## config.mk

```make
export PLATFORM = sky130hd
export DESIGN_NAME = regfile_mp
export DESIGN_NICKNAME = d
export VERILOG_FILES = /design/src/rtl/regfile_pkg.sv /design/src/rtl/regfile_mp_read_port.sv /design/src/rtl/regfile_mp.sv
export SDC_FILE = /design/constraint.sdc
export NUM_CORES = 2
export LEC_CHECK = 0
export CAP_MARGIN = 5
export CORE_MARGIN = 3
export CORE_UTILIZATION = 35
export CTS_CLUSTER_DIAMETER = 100
export DETAILED_ROUTE_END_ITERATION = 8
export PLACE_DENSITY_LB_ADDON = 0.3
export SYNTH_ARGS = -nofsm -noshare
export SYNTH_HDL_FRONTEND = slang
export SYNTH_HIERARCHICAL = 1
export SYNTH_SLANG_ARGS = --single-unit
export TNS_END_PERCENT = 1
```

## constraint.sdc

```tcl
create_clock -name clk -period 2.62 [get_ports clk]
set_input_delay 0.262 -clock clk [delete_from_list [all_inputs] [get_ports clk]]
set_output_delay 0.262 -clock clk [all_outputs]
set_load 0.01 [all_outputs]
```

## src/rtl/regfile_pkg.sv

```systemverilog
// Shared constants for the multi-port register file: data word width,
// per-register reset values and the address-width helper.
package regfile_pkg;

   localparam int unsigned WORD             = 64;
   localparam int unsigned NUM_RESET_VALUES = 32;

   localparam logic [WORD-1:0] RESET_VALUES [NUM_RESET_VALUES] = '{
      0       : 64'd256,
      3       : 64'd16,
      5       : 64'd4,
      12      : 64'd17,
      15      : 64'd129,
      19      : 64'd10,
      default : 64'd0
   };

   // Registers beyond the table reset to zero.
   function automatic logic [WORD-1:0] reset_value(input int unsigned idx);
      logic [WORD-1:0] val;
      val = '0;
      if (idx < NUM_RESET_VALUES) val = RESET_VALUES[idx[4:0]];
      return val;
   endfunction

   function automatic int unsigned addr_width(input int unsigned depth);
      return (depth <= 2) ? 1 : $clog2(depth);
   endfunction

endpackage

```

## src/rtl/regfile_mp_read_port.sv

```systemverilog
// One registered read port: address decode, XZR/out-of-range masking and,
// when REGFILE_BYPASS_EN is defined, same-cycle write forwarding.
module regfile_read_port
   import regfile_pkg::*;
#(
   parameter int unsigned WIDTH    = WORD,
   parameter int unsigned DEPTH    = 32,
   parameter int unsigned ZERO_REG = 1,
   parameter int unsigned AW       = addr_width(DEPTH)
) (
   input  logic                        clk,
   input  logic                        rst_n,
   input  logic [AW-1:0]               rd_addr,
   input  logic [DEPTH-1:0][WIDTH-1:0] reg_q,
   input  logic [DEPTH-1:0]            busy_q,
   input  logic [DEPTH-1:0]            busy_next,
   input  logic                        wr_en,
   input  logic [AW-1:0]               wr_addr,
   input  logic [WIDTH-1:0]            wr_data,
   output logic [WIDTH-1:0]            rd_data,
   output logic                        rd_busy
);

   localparam logic [AW:0]   DEPTH_X = (AW+1)'(DEPTH);
   localparam logic [AW-1:0] XZR     = AW'(DEPTH - 1);

   logic             readable;
   logic [WIDTH-1:0] data_d;
   logic             busy_d;

   assign readable = ({1'b0, rd_addr} < DEPTH_X) &&
                     !((ZERO_REG != 0) && (rd_addr == XZR));

`ifdef REGFILE_BYPASS_EN
   always_comb begin
      data_d = '0;
      busy_d = 1'b0;
      if (readable) begin
         // A matching write can only target a writable register, so the
         // post-edge busy bit already reflects clear-then-reserve ordering.
         if (wr_en && (wr_addr == rd_addr)) begin
            data_d = wr_data;
            busy_d = busy_next[rd_addr];
         end else begin
            data_d = reg_q[rd_addr];
            busy_d = busy_q[rd_addr];
         end
      end
   end
`else
   logic unused_fwd;
   assign unused_fwd = ^{wr_en, wr_addr, wr_data, busy_next};

   always_comb begin
      data_d = '0;
      busy_d = 1'b0;
      if (readable) begin
         data_d = reg_q[rd_addr];
         busy_d = busy_q[rd_addr];
      end
   end
`endif

   always_ff @(posedge clk or negedge rst_n) begin
      if (!rst_n) begin
         rd_data <= '0;
         rd_busy <= 1'b0;
      end else begin
         rd_data <= data_d;
         rd_busy <= busy_d;
      end
   end

endmodule

```

## src/rtl/regfile_mp.sv

```systemverilog
// Multi-port register file with per-register busy (reservation) bits.
// Define REGFILE_BYPASS_EN to forward same-cycle writes to the read ports.
module regfile_mp
   import regfile_pkg::*;
#(
   parameter  int unsigned WIDTH    = WORD,
   parameter  int unsigned DEPTH    = 32,
   parameter  int unsigned NUM_READ = 2,
   parameter  int unsigned ZERO_REG = 1,
   localparam int unsigned AW       = addr_width(DEPTH)
) (
   input  logic                      clk,
   input  logic                      rst_n,
   input  logic [NUM_READ*AW-1:0]    rd_addr,
   output logic [NUM_READ*WIDTH-1:0] rd_data,
   output logic [NUM_READ-1:0]       rd_busy,
   input  logic                      wr_en,
   input  logic [AW-1:0]             wr_addr,
   input  logic [WIDTH-1:0]          wr_data,
   input  logic                      rsv_en,
   input  logic [AW-1:0]             rsv_addr
);

   localparam logic [AW:0]   DEPTH_X = (AW+1)'(DEPTH);
   localparam logic [AW-1:0] XZR     = AW'(DEPTH - 1);

   logic [DEPTH-1:0][WIDTH-1:0] reg_q;
   logic [DEPTH-1:0]            busy_q;
   logic [DEPTH-1:0]            busy_next;
   logic                        wr_ok;
   logic                        rsv_ok;

   function automatic logic writable(input logic [AW-1:0] addr);
      return ({1'b0, addr} < DEPTH_X) && !((ZERO_REG != 0) && (addr == XZR));
   endfunction

   assign wr_ok  = wr_en  && writable(wr_addr);
   assign rsv_ok = rsv_en && writable(rsv_addr);

   // Reservation applied after the write-clear so a same-register pair stays busy.
   always_comb begin
      busy_next = busy_q;
      if (wr_ok)  busy_next[wr_addr]  = 1'b0;
      if (rsv_ok) busy_next[rsv_addr] = 1'b1;
   end

   always_ff @(posedge clk or negedge rst_n) begin
      if (!rst_n) begin
         for (int unsigned i = 0; i < DEPTH; i++) begin
            reg_q[i] <= WIDTH'(reset_value(i));
         end
         busy_q <= '0;
      end else begin
         if (wr_ok) reg_q[wr_addr] <= wr_data;
         busy_q <= busy_next;
      end
   end

   for (genvar p = 0; p < NUM_READ; p++) begin : g_rd
      regfile_read_port #(
         .WIDTH    (WIDTH),
         .DEPTH    (DEPTH),
         .ZERO_REG (ZERO_REG),
         .AW       (AW)
      ) u_port (
         .clk       (clk),
         .rst_n     (rst_n),
         .rd_addr   (rd_addr[p*AW +: AW]),
         .reg_q     (reg_q),
         .busy_q    (busy_q),
         .busy_next (busy_next),
         .wr_en     (wr_ok),
         .wr_addr   (wr_addr),
         .wr_data   (wr_data),
         .rd_data   (rd_data[p*WIDTH +: WIDTH]),
         .rd_busy   (rd_busy[p])
      );
   end

endmodule
```

### Yosys cells after proc, flatten, opt, wreduce, memory -nomap -nowiden

Index checks and enable logic that the tools add are counted.

* register bits: 2210
* output and inout port bits: 130
* logic and storage cells: 77
* input bits: 88

* mux-type cells: 21
* $lt $le $gt $ge: 6
* equality and inequality tests: 4
* reductions and logical operators: 6
* bitwise gates (word level): 3

Operators by type and width (count)
* 2048-bit bitwise mux: 1
* 64-bit binary-select mux with 5-bit select: 2
* 64-bit demux with 5-bit select: 1
* 64-bit two-way mux: 5
* 32-bit two-way mux: 2
* 32-bit AND: 1
* 32-bit inverter: 1
* 32-bit OR: 1
* 5-bit by 6-bit less-than comparator with 1-bit output, second input constant: 4
* 5-bit equality test, second input constant: 4
* 1-bit binary-select mux with 5-bit select: 2
* 1-bit demux with 5-bit select: 2
* 5-bit by 1-bit >= comparator with 1-bit output, second input constant: 2
* 1-bit two-way mux: 6
* 1-bit logical AND: 4
* 1-bit zero test: 2

### Longest topological paths before layout

* depth in word-level cells: 9
* depth in mapped cells: 9

### Cells and area by module

The synthesis kept the hierarchy.

Modules (own cells, without submodules)
* regfile_mp: instances 1, sequential area each 52061.2 µm², cells an instance 4651, area an instance 77530.6 µm²
* regfile_read_port: instances 2, sequential area each 1626.6 µm², cells an instance 1405, area an instance 17981.0 µm²

### Worst setup path before layout

OpenSTA, ideal clock, no wires.

* path type: input-to-reg
* start: in rd_addr[2]
* end: reg g_rd[0].u_port.rd_data[52]
* data required time: 2.480 ns
* stages: 7
* arrival: 1.822 ns
* slack: 0.659 ns
* path through: buf_2 > buf_2 > clkbuf_1 > mux4_2 > a22o_1 > a2111oi_0 > a211oi_1

* longest elaborated chain between the ends: 3
* elaborated cells on any way between the ends: 4
* classes of those cells: 1 x eq/ne; 3 x mux

RTL lines
* start, declared: RTL line regfile_mp.sv:14 `input logic [NUM_READ*AW-1:0] rd_addr,`
* 64-bit binary-select mux with 5-bit select: RTL line regfile_mp_read_port.sv:58 `data_d = reg_q[rd_addr];`
* 64-bit two-way mux (implied by the code): RTL line regfile_mp_read_port.sv:58
* 64-bit two-way mux *: RTL line regfile_mp_read_port.sv:57 `if (readable) begin`
* net g_rd[0].u_port.data_d[52]: RTL line regfile_mp_read_port.sv:28 `logic [WIDTH-1:0] data_d;`
* end signal, assigned: RTL line regfile_mp_read_port.sv:69 `rd_data <= data_d;`
* end, declared: RTL line regfile_mp_read_port.sv:20 `output logic [WIDTH-1:0] rd_data,`

Mark *: on every way through the listed nets, which the timed path passes. The rest lies on a longest branch. The select of a mux whose other input is x is not followed.
A chain may end at the register's enable or synchronous reset.

### Worst setup path after layout

* start: reg g_rd[1].u_port.rd_data[19]
* end: out rd_data[83]

RTL lines
* start, declared: RTL line regfile_mp_read_port.sv:20
* start signal, assigned: RTL line regfile_mp_read_port.sv:69
* end, declared: RTL line regfile_mp.sv:15 `output logic [NUM_READ*WIDTH-1:0] rd_data,`

No word-level cell between the ends.

==> results.txt <==
After detailed routing, the number of remaining DRC violations is 0. The number of standard cells in the final layout excluding fillers is 12300. The effective utilization at floorplan is 35.3%.

The final number of hold-violating endpoints is 0. The width of the die is 575 microns. Counting every sink on the clock net gives 2210. The number of global-route vias before repair is 79000. The clock tree root buffer cell is sky130_fd_sc_hd__clkbuf_16. The worst hold slack after final layout is 147 ps. The post-synth net total came out at 7547. No sink is reached through more buffers than the 4 on the longest clock path.

The clock-pin slew of the registers on the worst-case setup and hold paths came out at 60 ps. In this run the remaining antenna-violating nets after routing total 0. For the pin with the worst max-slew slack, the measured transition is 1240 ps.

Dividing the detail-routed via count by the number of cells gives 6.11. The total number of cells along the worst setup path is 1. The run finished with clean final reports. During I/O placement, the number of pins put on the boundary was 218. In this run the worst path has a maximum fanout of 1. The analysis attributes to cell leakage a power of 0.0585 uW.

The final global-route overflow total is 0. The detailed-route via count is 75200. The master of the slowest instance on the critical path is sky130_fd_sc_hd__dfrtp_1. The number of buffer cells added on primary ports is 217. The floorplan core area is 322000 sq um. The total power draw came out at 104000 uW. In this run the mean area of a mapped cell was 15.2 sq um. The delay contributed by the slowest stage of the critical path came out at 660 ps. The number of antenna violations at the first check in global routing is 24.

The total number of placement rows came out at 208. Headroom to the max-slew limit came out at 17.2%. The floorplan step defined a die boundary enclosing 331000 sq um. The depth of the most critical reg-to-reg path came out at 5. The overall routing resource usage is 24.6%. The average detailed-routed wire length per instance is 33.8 microns. The least setup slack across all paths after layout is 182 ps.

The maximum VDD drop is 432 uV. STA classifies the critical path endpoint as an output pin. In this run, placement finished with an instance count of 11800. Entering global routing, the biggest net connects 133 pins.

The core occupancy in the finished layout came out at 41.7%. The vertical extent of the die is 575 microns. The power density over the cells is 771 nW/um^2. The setup fix buffers added after clock tree synthesis came out at 0. The CTS buffer count is 262. The global placement routability congestion is 0.835. The path class of the tightest hold or removal check is in2reg.

The post-DP HPWL is 263 mm. By startpoint and endpoint, the worst setup path is classified as reg2out. The netlist area before placement is 113000 sq um.

The worst endpoint required time came out at 2360 ps. Relative to the synthesized area, the layout overhead comes to 18.4%. STA classifies the critical path startpoint as a register. The cell family contributing the most delay on the critical path is flip-flops. Across the routed clock network, the largest skew measured is 30.9 ps. The number of iterations in the first detailed-routing pass is 5. The arrival time at the worst endpoint is 2180 ps. The first global-routing pass estimated 596 mm of wire. Prior to clock tree synthesis, the placed netlist has a worst setup slack of -271 ps. The number of hold buffers added after cts came out at 2. Setup repair after global routing left no endpoint under its margin. The top achievable clock speed is 410 MHz. The sum of routed wire length over all layers is 415 mm.

Clock latency on the worst-skew pair, taken at its later pin, is 900 ps. The number of H-tree levels is 5. The number of pins with negative max-slew slack in the final report is 0. The number of gates given a new drive strength after cts is 0.

The TritonCTS clock tree is done. Across the run, the number of max-cap violations was 0. The final-report setup violation count came out at 0.

Dividing the final minimum period by the clock period gives 93.0%. Cells with a size suffix above 1 make up 48.9% of the layout. The number of buffers and inverters on the critical path is 1. The DRC violation total after the first TritonRoute iteration is 6982. The Yosys step of the flow raised 6 warnings.

The clock period could shrink to 2440 ps. At the end of the flow, the number of nets in the layout was 7862. The number of filler instances in the final layout is 28900. The synthesized instance count is 7459. The critical path goes through clkdlybuf4s50_1. The number of stages on the worst hold path is 4.
-- final cells by class --
| class | instances | area, sq um | share of cell area [%] |
|---|---|---|---|
| antenna | 9 | 22.5 | 0.0168 |
| clock buffer | 381 | 7760 | 5.78 |
| clock inverter | 87 | 1070 | 0.796 |
| inverter | 3 | 11.3 | 0.00838 |
| multi-input combinational | 4359 | 53800 | 40.0 |
| sequential | 2210 | 55300 | 41.2 |
| tap | 4305 | 5390 | 4.01 |
| timing repair buffer | 938 | 11000 | 8.18 |
-- layout by cell type (no fill, tap or decap), types with 7 or more instances in the layout --
cell type / count
sky130_fd_sc_hd__dfrtp_1: 2201
sky130_fd_sc_hd__mux2_2: 1869
sky130_fd_sc_hd__mux4_2: 820
sky130_fd_sc_hd__mux2i_1: 466
sky130_fd_sc_hd__buf_4: 450
sky130_fd_sc_hd__clkbuf_16: 271
sky130_fd_sc_hd__buf_12: 269
sky130_fd_sc_hd__clkdlybuf4s50_1: 206
sky130_fd_sc_hd__mux2_1: 173
sky130_fd_sc_hd__a22o_1: 152
sky130_fd_sc_hd__a211oi_1: 110
sky130_fd_sc_hd__o221ai_1: 108
sky130_fd_sc_hd__o22ai_1: 100
sky130_fd_sc_hd__nor3_1: 86
sky130_fd_sc_hd__a2111oi_0: 80
sky130_fd_sc_hd__a22oi_1: 70
sky130_fd_sc_hd__clkbuf_8: 58
sky130_fd_sc_hd__clkbuf_1: 53
sky130_fd_sc_hd__clkinv_2: 46
sky130_fd_sc_hd__a21oi_1: 46
sky130_fd_sc_hd__nand2_1: 37
sky130_fd_sc_hd__a221oi_1: 28
sky130_fd_sc_hd__nor2_1: 26
sky130_fd_sc_hd__and3_1: 26
sky130_fd_sc_hd__or3_1: 21
sky130_fd_sc_hd__o21ai_0: 20
sky130_fd_sc_hd__nand2_4: 18
sky130_fd_sc_hd__bufinv_16: 18
sky130_fd_sc_hd__nor2_4: 14
sky130_fd_sc_hd__nand3b_1: 11
sky130_fd_sc_hd__diode_2: 9
sky130_fd_sc_hd__o2bb2ai_1: 9
sky130_fd_sc_hd__dfstp_2: 9
sky130_fd_sc_hd__nor2b_1: 8
sky130_fd_sc_hd__inv_6: 8
sky130_fd_sc_hd__nand2b_1: 7
-- worst paths after layout --
check                                                start                    endpoint  slack (ps)
worst min register to register                 reg_q[2032]                 reg_q[2032]         390
min in group asynchronous                            rst_n                 reg_q[1466]         250
worst min-delay path                            rd_addr[7]   g_rd[1].u_port/rd_data[1]         150
worst max register to register                  reg_q[216]  g_rd[0].u_port/rd_data[24]         260
max in group asynchronous                            rst_n                  reg_q[862]        1380
worst max-delay path            g_rd[1].u_port/rd_data[19]                 rd_data[83]         180
-- through the flow --
step           TNS (ps)  cell area, sq um
6_report              0            134000
5_1_grt               0            134000
4_1_cts               0            134000
3_5_place_dp     -77640            126000
3_3_place_gp    -102760            126000
2_1_floorplan         0            113000
-- per-layer routing --
| metal | part of all wire (%) | global-route usage [%] |
|---|---|---|
| met3 | 6.9 | 4.36 |
| met1 | 41 | 32.5 |
| met4 | 5.1 | 11.2 |
| met5 | 0.0096 | 0 |
| met2 | 47 | 39.7 |
-- registers in the layout, indices dropped and copies added, names as in the netlist --
signal	flops
busy_q	32
g_rd.u_port/rd_busy	2
g_rd.u_port/rd_data	128
reg_q	2048
-- power breakdown --
part | switching [uW] | internal, uW | total, uW
Sequential | 4930 | 40600 | 45600
Clock | 15400 | 22500 | 37900
Combinational | 8220 | 11900 | 20100
(Power assumes the default switching activity.)
